[src/rtl/ex_muldiv.sv]
// Iterative RV32M multiply/divide unit for the EX stage.
// One shift-add or restoring-divide step per cycle; stalls the pipe while busy.
module ex_muldiv #(
    parameter int WIDTH = 32
) (
    input  logic             clk,
    input  logic             rst,
    input  logic             start_i,
    input  logic [2:0]       funct3_i,
    input  logic [WIDTH-1:0] rs1_i,
    input  logic [WIDTH-1:0] rs2_i,
    input  logic             flush_i,
    output logic             busy_o,
    output logic             done_o,
    output logic [WIDTH-1:0] result_o
);

    localparam int CW = $clog2(WIDTH);
    localparam logic [CW-1:0] LAST = CW'(WIDTH - 1);
    localparam logic [WIDTH-1:0] MIN_NEG = {1'b1, {(WIDTH-1){1'b0}}};

    typedef enum logic [1:0] {
        IDLE,
        BUSY,
        DONE
    } state_e;

    state_e           state_q;
    logic [CW-1:0]    cnt_q;
    logic [2:0]       op_q;
    logic             neg_q;
    logic [WIDTH-1:0] acc_q;
    logic [WIDTH-1:0] lo_q;
    logic [WIDTH-1:0] b_q;
    logic [WIDTH-1:0] result_q;
    logic             done_q;

    logic             accept;
    logic             is_div;
    logic             a_signed;
    logic             b_signed;
    logic             sa;
    logic             sb;
    logic [WIDTH-1:0] mag_a;
    logic [WIDTH-1:0] mag_b;
    logic             neg_d;
    logic             div_zero;
    logic             div_ovf;
    logic [WIDTH-1:0] special_res;

    logic [WIDTH:0]   mul_sum;
    logic [WIDTH-1:0] mul_acc_d;
    logic [WIDTH-1:0] mul_lo_d;
    logic [WIDTH:0]   div_shift;
    logic [WIDTH:0]   div_diff;
    logic             div_ok;
    logic [WIDTH-1:0] div_acc_d;
    logic [WIDTH-1:0] div_lo_d;
    logic [WIDTH-1:0] acc_d;
    logic [WIDTH-1:0] lo_d;

    logic [2*WIDTH-1:0] prod;
    logic [2*WIDTH-1:0] prod_s;
    logic [WIDTH-1:0]   mul_res;
    logic [WIDTH-1:0]   div_raw;
    logic [WIDTH-1:0]   div_res;
    logic [WIDTH-1:0]   final_res;

    assign accept = (state_q == IDLE) && start_i && !flush_i;

    // Stall request: the accept cycle plus every iteration cycle.
    assign busy_o = !rst && (accept || (state_q == BUSY));
    assign done_o = done_q;
    assign result_o = result_q;

    // Decode operand signedness and magnitudes for the incoming op.
    always_comb begin
        is_div   = funct3_i[2];
        a_signed = 1'b0;
        b_signed = 1'b0;
        if (is_div) begin
            a_signed = !funct3_i[0];
            b_signed = !funct3_i[0];
        end else begin
            a_signed = (funct3_i[1:0] == 2'b01) || (funct3_i[1:0] == 2'b10);
            b_signed = (funct3_i[1:0] == 2'b01);
        end
        sa    = a_signed && rs1_i[WIDTH-1];
        sb    = b_signed && rs2_i[WIDTH-1];
        mag_a = sa ? -rs1_i : rs1_i;
        mag_b = sb ? -rs2_i : rs2_i;
        // Remainder follows the dividend; everything else follows sign xor.
        if (is_div && funct3_i[1]) begin
            neg_d = sa;
        end else begin
            neg_d = sa ^ sb;
        end
    end

    // Division corner cases that finish without iterating.
    always_comb begin
        div_zero    = is_div && (rs2_i == '0);
        div_ovf     = is_div && !funct3_i[0] && (rs1_i == MIN_NEG) && (rs2_i == '1);
        special_res = '0;
        if (div_zero) begin
            special_res = funct3_i[1] ? rs1_i : '1;
        end else begin
            special_res = funct3_i[1] ? '0 : rs1_i;
        end
    end

    // One shift-add multiply step: {acc,lo} holds partial product and multiplier.
    always_comb begin
        mul_sum   = {1'b0, acc_q} + (lo_q[0] ? {1'b0, b_q} : '0);
        mul_acc_d = mul_sum[WIDTH:1];
        mul_lo_d  = {mul_sum[0], lo_q[WIDTH-1:1]};
    end

    // One restoring divide step: acc is the remainder, lo shifts dividend to quotient.
    always_comb begin
        div_shift = {acc_q, lo_q[WIDTH-1]};
        div_diff  = div_shift - {1'b0, b_q};
        div_ok    = !div_diff[WIDTH];
        div_acc_d = div_ok ? div_diff[WIDTH-1:0] : div_shift[WIDTH-1:0];
        div_lo_d  = {lo_q[WIDTH-2:0], div_ok};
    end

    // Pick the step for the latched op and form the signed final result.
    always_comb begin
        acc_d     = op_q[2] ? div_acc_d : mul_acc_d;
        lo_d      = op_q[2] ? div_lo_d : mul_lo_d;
        prod      = {acc_d, lo_d};
        prod_s    = neg_q ? -prod : prod;
        mul_res   = (op_q[1:0] == 2'b00) ? prod_s[WIDTH-1:0] : prod_s[2*WIDTH-1:WIDTH];
        div_raw   = op_q[1] ? acc_d : lo_d;
        div_res   = neg_q ? -div_raw : div_raw;
        final_res = op_q[2] ? div_res : mul_res;
    end

    // Control FSM with datapath registers and registered done/result.
    always_ff @(posedge clk or posedge rst) begin
        if (rst) begin
            state_q  <= IDLE;
            cnt_q    <= '0;
            op_q     <= '0;
            neg_q    <= 1'b0;
            acc_q    <= '0;
            lo_q     <= '0;
            b_q      <= '0;
            result_q <= '0;
            done_q   <= 1'b0;
        end else begin
            unique case (state_q)
                IDLE: begin
                    done_q <= 1'b0;
                    if (accept) begin
                        op_q  <= funct3_i;
                        neg_q <= neg_d;
                        acc_q <= '0;
                        cnt_q <= '0;
                        b_q   <= is_div ? mag_b : mag_a;
                        lo_q  <= is_div ? mag_a : mag_b;
                        if (div_zero || div_ovf) begin
                            result_q <= special_res;
                            done_q   <= 1'b1;
                            state_q  <= DONE;
                        end else begin
                            state_q <= BUSY;
                        end
                    end
                end
                BUSY: begin
                    if (flush_i) begin
                        cnt_q   <= '0;
                        state_q <= IDLE;
                    end else begin
                        acc_q <= acc_d;
                        lo_q  <= lo_d;
                        if (cnt_q == LAST) begin
                            cnt_q    <= '0;
                            result_q <= final_res;
                            done_q   <= 1'b1;
                            state_q  <= DONE;
                        end else begin
                            cnt_q <= cnt_q + 1'b1;
                        end
                    end
                end
                DONE: begin
                    done_q  <= 1'b0;
                    state_q <= IDLE;
                end
                default: begin
                    done_q  <= 1'b0;
                    state_q <= IDLE;
                end
            endcase
        end
    end

endmodule

[config.mk]
export PLATFORM = sky130hd
export DESIGN_NAME = ex_muldiv
export DESIGN_NICKNAME = d
export VERILOG_FILES = /design/src/rtl/ex_muldiv.sv
export SDC_FILE = /design/constraint.sdc
export NUM_CORES = 1
export LEC_CHECK = 0
export BUFFER_PORTS_ARGS = -buffer_cell sky130_fd_sc_hd__buf_2
export CAP_MARGIN = 5
export CORE_ASPECT_RATIO = 1.4
export CORE_UTILIZATION = 45
export DETAILED_ROUTE_END_ITERATION = 6
export GPL_TIMING_DRIVEN = 1
export PLACE_DENSITY_LB_ADDON = 0.08
export SETUP_SLACK_MARGIN = 0.02
export SLEW_MARGIN = 40
export SYNTH_ARGS = -nofsm -noshare
export SYNTH_HDL_FRONTEND = slang
export SYNTH_SLANG_ARGS = --single-unit
[constraint.sdc]
create_clock -name clk -period 9.86 [get_ports clk]
set_input_delay 1.972 -clock clk [delete_from_list [all_inputs] [get_ports clk]]
set_output_delay 1.972 -clock clk [all_outputs]
set_load 0.1 [all_outputs]
Word-level counts from Yosys, hierarchy flattened:

Cells that the tools add are included.

* register bits after elaboration: 140
* input bits: 71
* output and inout port bits: 34
* word-level logic and storage cells: 99

* $add $sub $neg: 7
* equality and inequality tests: 11
* multiplexer cells: 44
* bitwise gates (word level): 1
* reduce and logical (&&, ||, !) cells: 27

Operator list (count)
* 2-to-1 mux 32 bit: 23
* case mux 32 bit (2 select lines): 3
* negation 32 bit: 3
* equality test 32 bit, second input constant: 2
* 2-to-1 mux 64 bit: 1
* negation 64 bit: 1
* adder 32 x 32 -> 33 bit: 1
* subtractor 33 x 32 -> 33 bit: 1
* logical NOT 32 bit: 1
* 2-to-1 mux 5 bit: 3
* logical AND 1 bit: 10
* case mux 5 bit (2 select lines): 1
* 2-to-1 mux 2 bit: 4
* AND reduction 2 bit: 4
* 2-to-1 mux 1 bit: 7
* adder 5 x 1 -> 5 bit, second input constant: 1
* equality test 5 bit, second input constant: 1
* AND reduction 5 bit: 1
* equality test 2 x 1 -> 1 bit, second input constant: 2
* logical NOT 1 bit: 4
* logical NOT 2 bit: 2
* inequality test 2 x 1 -> 1 bit, second input constant: 2
* inequality test 2 bit, second input constant: 2
* case mux 2 bit (2 select lines): 1
* other kinds (7): 9

Depth between registers and ports, before layout:

Gate-level depths: netlist of run 1.

* depth in word-level cells: 10
* depth in mapped cells: 24
* depth with buffers taken out: 23

Least setup slack after synthesis of run 1:

No wires, ideal clock.

* path kind: in2out
* start point: input flush_i
* end point: output busy_o
* arrival: 4427 ps
* data required time: 7888 ps
* path slack: 3461 ps
* cell stages on the path: 3
* path buffers: 0
* cells stage by stage: nor4b_1 nor2_1 nor2_1

* longest elaborated chain between the ends: 4

Ends and longest elaborated chain
* start, declared: line 12 `input logic flush_i,`
* logical NOT 1 bit: line 69 `assign accept = (state_q == IDLE) && start_i && !flush_i;`
* logical AND 1 bit: line 69
* logical OR 1 bit: line 72 `assign busy_o = !rst && (accept || (state_q == BUSY));`
* logical AND 1 bit: line 72
* end, declared: line 13 `output logic busy_o,`

No other way between the ends.

Worst setup path in the final report of run 1:

* start point: register lo_q[31]
* end point: register result_q[14] (netlist: result_o[14])

* longest elaborated chain between the ends: 10
* elaborated cells between the ends (all ways): 15
* classes of those cells: 3 x add/sub; 11 x mux; 1 x reduce/logical

Ends and longest elaborated chain
* start, declared: line 33 `logic [WIDTH-1:0] lo_q;`
* start signal, assigned: line 162 `lo_q <= is_div ? mag_a : mag_b;`
* start signal, assigned: line 178 `lo_q <= lo_d;`
* subtractor 33 x 32 -> 33 bit: line 122 `div_diff = div_shift - {1'b0, b_q};`
* 2-to-1 mux 32 bit or logical NOT 1 bit (tied branches): line 124, 123
* 2-to-1 mux 32 bit (on tied branches): line 130, 131
* negation 64 bit or 2-to-1 mux 32 bit (tied branches): line 133, 135
* 2-to-1 mux 64 bit or negation 32 bit (tied branches): line 133, 136
* 2-to-1 mux 32 bit (on tied branches): line 134, 136
* 2-to-1 mux 32 bit (*): line 137 `final_res = op_q[2] ? div_res : mul_res;`
* 2-to-1 mux 32 bit (*): line 179 `if (cnt_q == LAST) begin`
* 2-to-1 mux 32 bit (*): line 173 `if (flush_i) begin`
* case mux 32 bit (2 select lines) (*): line 153 `unique case (state_q)`
* end signal, assigned: line 164 `result_q <= special_res;`
* end signal, assigned: line 181 `result_q <= final_res;`
* end, declared: line 35 `logic [WIDTH-1:0] result_q;`

Mark *: on every way between the ends. The rest lies on a longest branch, timed or not. The select of a mux whose other input is x is not followed.
A chain may end at the register's enable or synchronous reset.

==> results of run 1 <==
-- metal layers --
| layer | global-route usage, % | vias to the layer above | wire [um] |
|---|---|---|---|
| met2 | 64.7 | 955 | 36300 |
| met5 | 0 | - | 0 |
| met1 | 48.7 | 9383 | 30500 |
| met3 | 4.23 | 204 | 5480 |
| li1 | - | 9005 | - |
| met4 | 25.3 | 0 | 5390 |
-- power by group through the flow --
stage          clock [uW]  combinational, uW  sequential, uW
4_1_cts               685               4500            1040
6_report              682               4610            1050
5_1_grt               701               4910            1070
3_3_place_gp            0               4460            1050
2_1_floorplan           0               2800            1400
3_5_place_dp            0               4470            1050
-- worst register-to-register path, delay by kind of cell (launching register included) --
kind | cells | cell delay (ns)
simple gates | 8 | 2.55
buf+inv | 2 | 0.25
compound gates | 9 | 3.18
fa+ha+maj | 3 | 1.01
mux | 1 | 0.18
flops | 1 | 0.41
-- cells in the mapped netlist, drive strengths merged (12+ instances only) --
| library cell | n | share of area, % |
|---|---|---|
| nand4 | 42 | 1.7 |
| a221o | 12 | 0.69 |
| ha | 72 | 5.2 |
| nor4 | 29 | 1.1 |
| o221ai | 31 | 1.6 |
| nor2b | 14 | 0.50 |
| inv | 63 | 1.4 |
| nand3 | 47 | 1.4 |
| o311ai | 12 | 0.60 |
| mux2i | 43 | 2.5 |
| and2 | 50 | 1.8 |
| dfrtp | 140 | 20 |
| o21ai | 236 | 6.8 |
| mux2 | 18 | 1.2 |
| a21oi | 192 | 5.5 |
| nor3 | 85 | 2.5 |
| o22ai | 12 | 0.43 |
| nand2b | 15 | 0.54 |
| maj3 | 26 | 1.5 |
| a31oi | 43 | 1.6 |
| a22o | 24 | 1.2 |
| and3 | 18 | 0.65 |
| a221oi | 13 | 0.65 |
| clkbuf | 119 | 2.6 |
| buf | 50 | 1.4 |
| xnor2 | 96 | 4.8 |
| o211ai | 41 | 1.8 |
| xor2 | 60 | 3.0 |
| or3 | 15 | 0.54 |
| o21bai | 13 | 0.56 |
| o41ai | 14 | 0.70 |
| o31ai | 37 | 1.7 |
| o21a | 15 | 0.65 |
| a21o | 24 | 1.0 |
| nand2 | 287 | 6.2 |
| a211oi | 32 | 1.5 |
| nor2 | 224 | 4.8 |
-- final cells by class --
cell class	instances	area share, %
flip-flops and latches	140	18.5
clock buffers	19	2.34
repair buffers	151	4.85
clock inverters	13	0.747
multi-input cells	2041	69.0
well taps	478	3.16
inverters	65	1.33
-- registers in the layout (all words and copies together) (netlist names) --
| register | cells |
|---|---|
| lo_q | 32 |
| done_o | 1 |
| result_o | 32 |
| acc_q | 32 |
| b_q | 32 |
| state_q | 2 |
| cnt_q | 5 |
| op_q | 3 |
| neg_q | 1 |
-- metrics by stage --
stage / instances / utilization, % / hold slack [ns] / setup slack (ns) / total power, uW
2_1_floorplan: 2415 / - / 0.446 / 3.46 / 4200
3_3_place_gp: 2873 / 47.7 / 0.465 / 2.40 / 5500
3_5_place_dp: 2873 / 47.7 / 0.465 / 2.29 / 5520
4_1_cts: 2905 / 49.3 / 0.480 / 2.26 / 6220
5_1_grt: 2907 / 49.4 / 0.492 / 2.02 / 6680
6_report: 2907 / 49.4 / 0.478 / 2.21 / 6350
-- path summary, 6_finish.rpt --
path / slack (ns) / startpoint / endpoint
worst min-delay path: 0.48 / result_o[11] / result_o[11]
worst max-delay path: 2.21 / lo_q[31] / result_o[14]
max in group asynchronous: 7.18 / rst / op_q[2]
min in group asynchronous: 1.63 / rst / state_q[0]
worst max register to register: 2.21 / lo_q[31] / result_o[14]
worst min register to register: 0.48 / result_o[11] / result_o[11]
-- kinds of logic (layout without fill, tap and decap cells) --
logic type,Yosys count,in the layout,synth area share [%]
AOI/OAI and AO/OA,846,846,32.0
xor gates and xnor gates,156,156,7.83
adders and majority gates,100,100,6.88
buffers and inverters,234,248,5.32
DFF,140,140,20.1
muxes,61,61,3.63
and+or+nand+nor,878,878,24.3
==> summary.md, run 1 <==
| Metric | Value |
|---|---|
| Status | finished clean |
| Post-DP Area | about 0.018 mm^2 |
| Critical path arrival | 8.06 ns |
| Worst clock skew | a little under 0.02 ns |
| Drt first pass iters | 6 |
| Most common cell after layout, fill and taps aside | nand2_1 |
| Die ar. | just under 0.04 mm^2 |
| Post-synthesis area per instance | 7.22 um^2 |
| Syn-to-layout area delta | 8.49% |
| Total leakage power | around 0.0077 uW |
| Gpl congestion | 1.03 |
| Std-Cell Rows | 85 |
| Vias/cell | 6.72 |
| # hold bufs at CTS | 0 |
| Max-cap violation count | 0 |
| Root buffer selected by CTS | clkbuf_16 |
| Yosys reg bits | 140 |
| Hold Crit Class | reg -> reg |
| Clock share of power | a little over a tenth |
| Initial Util | 45.6% |
| Routed WL | between 70000 and 80000 um |
| Critical path startpoint category | flip-flop |
| Postcts setup bufs | 0 |
| GRT Util Overall | 39.3% |
| CTS Buf Count | 17 |
| Largest net degree at the start of global routing | 94 |
| Critical path class | reg -> reg |
| Setup TNS | 0 ns |
| Nets | between 2k and 3k |
| Peak Freq | around 130 MHz |
| Mapped Area | between 0.015 and 0.02 mm^2 |
| Actual slew at the worst max-slew pin | 0.908 ns |
| Core ar. | roughly 0.038 mm^2 |
| Final period utilization | between 70% and 80% |
| Slew Limit Fails | 0 |
| Final ANT Viol Nets | 0 |
| CTS H-tree lvls | 4 |
| Cell-internal power | roughly 2600 uW |
| CTS clk-pin slew, worst paths | 0.07 ns |
| Vias in the first global route | around 19k |
| Critical-path cell list | inv_1, ha_1, inv_1, fa_1, a211oi_1, o211a_1, nor4b_4, o211ai_2, a31oi_1, a22oi_1, ha_1, o211ai_1, nor3_1, nand3_1, or2_2, or3_1, a31o_2, nor4_1, nand4b_1, mux2i_1, a2111oi_1, o22ai_1, nor2_1 |
| Post-layout minimum cycle time | around 7.7 ns |
| Drt initial violations | ~1.8k |
| Crit end category | flip-flop |
| WL/cell | roughly 27 um |
| Hold Path Depth | 2 |
| Slowest cell on crit path | a2111oi_1 |
| I/O Buffers | between 100 and 150 |
| Syn Inst Count | approximately 2.4k |
| Post-DP HPWL | just under 60000 um |
| RSZ-0062 raised after global routing | no |
| Asr flop ratio synth | between 90% and 100% |
| Final setup vio count | 0 |
| Switching power | 3770 uW |
| DRC | 0 |
| Max stage delay on crit path | around 0.76 ns |
| Gate power share | a little over 70% |
| Net count after synthesis | around 2.6k |
| I/O pin cnt | approximately 110 |
| Switching share of power | approximately three fifths |
| Die Span X | between 150 and 200 um |
| Most frequent cells in the layout | 287 x nand2_1, 222 x o21ai_0, 220 x nor2_1, 191 x a21oi_1, 138 x dfrtp_1 |
| Register area share after synthesis | about a fifth |
| Reg2reg path depth | 23 |
| Clk_lat worst skew | between 0.4 and 0.5 ns |
| Antenna cells | 0 |
| Sequential share of power | between 10% and 20% |
| Clk sink count | 140 |
| First-pass GRT wire length | 117000 um |
| Synthesis Warnings | 0 |
| Initial antenna violation count | 4 |
| Most used DFF post-synth | dfrtp_1 |
| Pwr/cell area | between 300 and 400 mW/mm^2 |
| Count of unique library cells instantiated by Yosys | 97 |
| Via count | slightly below 20k |
| Rel. slew slack | 39.3% |
| Multi-input gate area | 0.0131 mm^2 |
| Register area | roughly 0.0035 mm^2 |
| CTS tree | yes |
| Post_cts resized | 0 |
| Buffers plus inverters on the worst setup path | 2 |
| Post-synth EDFFs | 0 |
| Design area | 0.0189 mm^2 |
| Hold Vio Cnt, Final | 0 |
| Worst Path Max Fanout | 7 |
| Req. time, crit path | 10.26 ns |
| Number of cells on the critical path | 23 |
| CP top delay family | compound AO/OA/AOI/OAI gates |
| Clk buf depth | 2 |
| Grt ovf | 0 |
| Peak VDD IR | roughly 220 uV |
| Share of cells above drive strength 1 | approximately a tenth |
| Layout fillers | 3934 |
| Height of the die | 235 um |
Note: power is estimated with default switching activity, not from simulation.
==> run 2: changes to the inputs <==
Clock period 9.86 ns to 7.6 ns, I/O delays scaled along.
==> run 2 against run 1 <==
Compared with the run above:
- first-iteration DRC count is 2.4% higher
- global-route usage about the same
- via count up 0.33%
- final cell count increased by 0.28%
- power is 30% higher
- setup slack worse by 1.6 ns
- clock power rose by 23%
- register-to-register slack worse by 1.6 ns
- sequential power up 30%
- largest cell class unchanged
- highest routed layer unchanged
==> summary.md, run 2 (same netlist as run 1, synthesis figures left out) <==
| Metric | Value |
|---|---|
| Sequential share of power | roughly 17% |
| Final setup vio count | 0 |
| Clock share of power | between 10% and 20% |
| RSZ-0062 raised after global routing | no |
| Gpl congestion | roughly 1.0 |
| Gate power share | between 70% and 80% |
| I/O Buffers | about 100 |
| R2R Setup Slk | 0.61 ns |
| Pwr/cell area | about 440 mW/mm^2 |
| Layout fillers | ~3.9k |
| Height of the die | 235 um |
| Crit end category | flip-flop |
| Share of cells above drive strength 1 | roughly 11% |
| CTS clk-pin slew, worst paths | 0.08 ns |
| Post_cts resized | 0 |
| Req. time, crit path | 7.95 ns |
| Die ar. | about 0.040 mm^2 |
| Initial Util | between 40 and 50% |
| Die Span X | 168 um |
| DRC | 0 |
| Multi-input gate area | around 0.013 mm^2 |
| Max-cap violation count | 0 |
| Hold Crit Class | reg -> reg |
| Vias in the first global route | roughly 18k |
| Peak Freq | between 100 and 150 MHz |
| Status | finished clean |
| Via count | 19.6k |
| Clk sink count | 140 |
| First-pass GRT wire length | between 100000 and 150000 um |
| Postcts setup bufs | 0 |
| Rel. slew slack | 41.3% |
| Critical path startpoint category | flip-flop |
| Initial antenna violation count | 1 |
| Peak VDD IR | 335 uV |
| R2r startpoint | lo_q[31] |
| Grt ovf | 0 |
| Setup TNS | 0 ns |
| Hold Vio Cnt, Final | 0 |
| Std-Cell Rows | 85 |
| Worst clock skew | approximately 0.011 ns |
| Slew Limit Fails | 0 |
| Post-layout minimum cycle time | approximately 7 ns |
| Switching power | roughly 5000 uW |
| Most frequent cells in the layout | 287 x nand2_1, 222 x o21ai_0, 219 x nor2_1, 191 x a21oi_1, 138 x dfrtp_1 |
| Most common cell after layout, fill and taps aside | nand2_1 |
| Drt initial violations | around 1.8k |
| Routed WL | around 80000 um |
| Crit path launch | lo_q[31] |
| WL/cell | 26.9 um |
| Root buffer selected by CTS | clkbuf_16 |
| Reg2reg path depth | 23 |
| Fin Hold WS | roughly 0.48 ns |
| Drt first pass iters | 7 |
| CTS tree | yes |
| CTS H-tree lvls | 4 |
| Final period utilization | slightly above 90% |
| Critical path arrival | about 7.3 ns |
| Post-DP HPWL | 60000 um |
| Worst R2R End | result_o[28] |
| Worst Path Max Fanout | 7 |
| CTS Buf Count | 17 |
| Vias/cell | slightly below 7 |
| Final ANT Viol Nets | 0 |
| Clk buf depth | 2 |
| # hold bufs at CTS | 0 |
| Critical Path End | result_o[28] |
| I/O pin cnt | about 110 |
| Core ar. | roughly 0.038 mm^2 |
| Largest net degree at the start of global routing | 81 |
| Critical path class | reg -> reg |
| Nets | approximately 2.6k |
| Register area | roughly 0.0035 mm^2 |
| Syn-to-layout area delta | 8.58% |
| Cell-internal power | 3310 uW |
| Total leakage power | between 0.007 and 0.008 uW |
| Clk_lat worst skew | between 0.4 and 0.5 ns |
| Actual slew at the worst max-slew pin | between 0.8 and 0.9 ns |
| Switching share of power | 60.0% |
| GRT Util Overall | approximately 40% |
## run 2: power by group through the flow
stage | registers, uW | clock network, uW | logic (uW)
final | 1370 | 839 | 6060
after CTS | 1360 | 848 | 5880
after detailed placement | 1370 | 0 | 5850
after floorplan | 1820 | 0 | 3630
after global routing | 1400 | 872 | 6420
after global placement | 1360 | 0 | 5810
## run 2: area by class of cell
type	count	area share [%]
clock buffer	17	2.25
sequential	140	18.5
timing repair buffer	157	4.89
clock inverter	15	0.680
tap	478	3.16
inverter	65	1.33
antenna	2	0.0264
multi-input combinational	2041	69.2
## run 2: layer usage
metal / up-vias / GRT usage (%) / wire length (um)
met5: - / 0 / 0
met4: 0 / 24.6 / 5320
met3: 207 / 3.81 / 4730
met2: 937 / 65.1 / 36700
met1: 9439 / 48.9 / 31500
li1: 9029 / - / -
## run 2: worst min-delay path by stage
| stage | startpoint | to | slack (ns) | cells past startpoint |
|---|---|---|---|---|
| floorplan | cnt_q[3] | cnt_q[3] | 0.45 | 1 |
| global placement | result_o[15] | result_o[15] | 0.46 | 2 |
| detailed placement | result_o[15] | result_o[15] | 0.47 | 2 |
| CTS | result_o[15] | result_o[15] | 0.49 | 2 |
| global route | result_o[9] | result_o[9] | 0.51 | 2 |
| finish | result_o[11] | result_o[11] | 0.48 | 2 |
## run 2: worst max-delay path, stage by stage, from the launching register on
cell      delay (ns)
dfrtp_1         0.41
inv_1           0.16
ha_1            0.19
inv_1           0.06
fa_1            0.42
a211oi_1        0.29
o211a_1         0.27
nor4b_4         0.08
o211ai_2        0.34
a31oi_1         0.21
a22oi_1         0.46
ha_1            0.32
o211ai_1        0.23
nor3_1          0.37
nand3_1         0.18
or2_2           0.35
or3_1           0.39
a31o_2          0.25
nor4_1          0.59
nand4_1         0.42
o31ai_1         0.35
xnor2_1         0.15
a211oi_1        0.09
a221o_1         0.27
## run 2: through the flow
step,area (um^2),util [%],setup WS [ns],power [uW],cells
3_5_place_dp,18400,48.0,0.864,7220,2880
6_report,18900,49.5,0.612,8270,2915
3_3_place_gp,18300,47.8,1.02,7170,2878
4_1_cts,18900,49.4,0.823,8090,2912
5_1_grt,18900,49.5,0.214,8700,2913
2_1_floorplan,17400,-,2.03,5450,2415
==> run 3: changes to the inputs <==
Settings changed: CELL_PAD_IN_SITES_DETAIL_PLACEMENT from default to 1, CELL_PAD_IN_SITES_GLOBAL_PLACEMENT from default to 1.
==> run 3 against run 2 <==
Compared with the run above:
- clock power increased by 3.9%
- die area is the same
- largest cell class unchanged
- non-clock buffer count increased by 3
- sequential power is essentially flat
- utilization is 0.12 points higher
- setup slack better by 0.23 ns
- critical endpoint is now result_o[30]
- first-iteration DRC count decreased by 5.5%
==> summary.md, run 3 (same netlist as run 1, synthesis figures left out) <==
| Metric | Value |
|---|---|
| Clk sink count | between 100 and 150 |
| Initial antenna violation count | 7 |
| Initial Util | between 40% and 50% |
| Worst clock skew | about 0.010 ns |
| Vias/cell | between 6 and 7 |
| Grt ovf | 0 |
| Crit end category | flip-flop |
| First-pass GRT wire length | 129000 um |
| Syn-to-layout area delta | 8.84% |
| Hold Crit Class | reg -> reg |
| Core ar. | 0.0383 mm^2 |
| Peak VDD IR | just under 200 uV |
| # hold bufs at CTS | 0 |
| Actual slew at the worst max-slew pin | around 0.91 ns |
| Via count | 20.2k |
| Critical path class | reg -> reg |
| Setup TNS | 0 ns |
| I/O pin cnt | between 100 and 150 |
| Switching share of power | 60.7% |
| Post-layout minimum cycle time | between 6 and 7 ns |
| Die ar. | around 0.04 mm^2 |
| Most frequent cells in the layout | 287 x nand2_1, 220 x o21ai_0, 218 x nor2_1, 191 x a21oi_1, 138 x dfrtp_1 |
| Rel. slew slack | about two fifths |
| Most common cell after layout, fill and taps aside | nand2_1 |
| GRT Util Overall | 43.6% |
| CTS Buf Count | 17 |
| Routed WL | between 80000 and 90000 um |
| Design area | 0.0190 mm^2 |
| Clk buf depth | 2 |
| CTS H-tree lvls | 4 |
| Req. time, crit path | approximately 8.0 ns |
| Clock share of power | between 10% and 20% |
| Share of cells above drive strength 1 | about 11% |
| Drt first pass iters | 5 |
| Post_cts resized | 0 |
| Slew Limit Fails | 0 |
| WL/cell | around 29 um |
| Max-cap violation count | 0 |
| Std-Cell Rows | 85 |
| CTS clk-pin slew, worst paths | approximately 0.07 ns |
| Power Total | 8500 uW |
| Sequential share of power | about 16% |
| Largest net degree at the start of global routing | 96 |
| Critical path arrival | a little over 7 ns |
| Post-DP HPWL | 66000 um |
| Peak Freq | ~150 MHz |
| Root buffer selected by CTS | clkbuf_16 |
| Status | finished clean |
| Switching power | between 5000 and 6000 uW |
| DRC | 0 |
| Setup ws final | 0.847 ns |
| Pre-CTS WS | approximately 0.75 ns |
| Hold Vio Cnt, Final | 0 |
| Worst Path Max Fanout | 7 |
| CTS tree | yes |
| Die Span X | around 170 um |
| Postcts setup bufs | 0 |
| I/O Buffers | about 100 |
| Gpl congestion | ~1 |
| Post-DP Area | between 0.015 and 0.02 mm^2 |
| Final ANT Viol Nets | 0 |
| RSZ-0062 raised after global routing | no |
| Final period utilization | 88.9% |
| Nets | 2570 |
| Pwr/cell area | 448 mW/mm^2 |
| Cell-internal power | roughly 3300 uW |
| Vias in the first global route | 20.6k |
| Drt initial violations | ~1.7k |
| Total leakage power | ~0.0077 uW |
| Height of the die | about 230 um |
| Critical path startpoint category | flip-flop |
| Gate power share | between 70 and 80% |
| Clk_lat worst skew | 0.46 ns |
| Final setup vio count | 0 |
-- run 3: final timing paths --
kind | slack, ns | start | endpoint | cells past startpoint
setup reg to reg | 0.85 | lo_q[31] | result_o[30] | 23
setup / recovery | 0.85 | lo_q[31] | result_o[30] | 23
hold reg to reg | 0.48 | result_o[15] | result_o[15] | 2
max in group asynchronous | 5.34 | rst | b_q[11] | 3
min in group asynchronous | 1.12 | rst | cnt_q[2] | 2
hold / removal | 0.48 | result_o[15] | result_o[15] | 2
-- run 3: cell type report --
type                    count  area [um^2]
diodes                      1         2.50
clock buffers              17          425
clock inverters            15          150
fillers                  4951        19300
inverters                  65          253
multi-input cells        2041        13100
flip-flops and latches    140         3510
well taps                 478          598
repair buffers            160          953
-- run 3: metrics by stage --
step	std cells	utilization [%]	hold slack, ns
after CTS	2915	49.5	0.486
after global placement	2882	47.9	0.461
after floorplan	2415	-	0.446
after global routing	2916	49.6	0.510
after detailed placement	2883	48.0	0.469
final	2917	49.6	0.479
-- run 3: per-layer routing --
layer	global-route usage, %	wire (um)	part of all wire [%]
met5	0	62	0.072
met4	30.8	6790	7.9
met3	8.00	6180	7.2
met2	72.9	40700	47
met1	49.9	32200	37
-- run 3: power by group through the flow --
| stage | Sequential [uW] | Clock [uW] | Combinational, uW |
|---|---|---|---|
| after floorplan | 1820 | 0 | 3630 |
| after detailed placement | 1360 | 0 | 6040 |
| after global placement | 1340 | 0 | 5940 |
| after CTS | 1350 | 875 | 6090 |
| after global routing | 1390 | 903 | 6620 |
| final | 1360 | 872 | 6270 |
-- run 3: worst max-delay path, stage by stage, from the launching register on --
cell      delay, ns
dfrtp_1        0.41
inv_1          0.15
ha_1           0.20
inv_1          0.06
fa_1           0.42
a211oi_1       0.29
o211a_1        0.27
nor4b_4        0.09
o211ai_2       0.35
a31oi_1        0.23
a22oi_1        0.48
ha_1           0.32
o211ai_1       0.25
nor3_1         0.36
nand3_1        0.17
or2_2          0.35
or3_1          0.38
a31o_2         0.26
nor4_2         0.41
nand4_1        0.30
o41ai_1        0.48
xor2_1         0.20
a21oi_1        0.09
o21ai_1        0.15
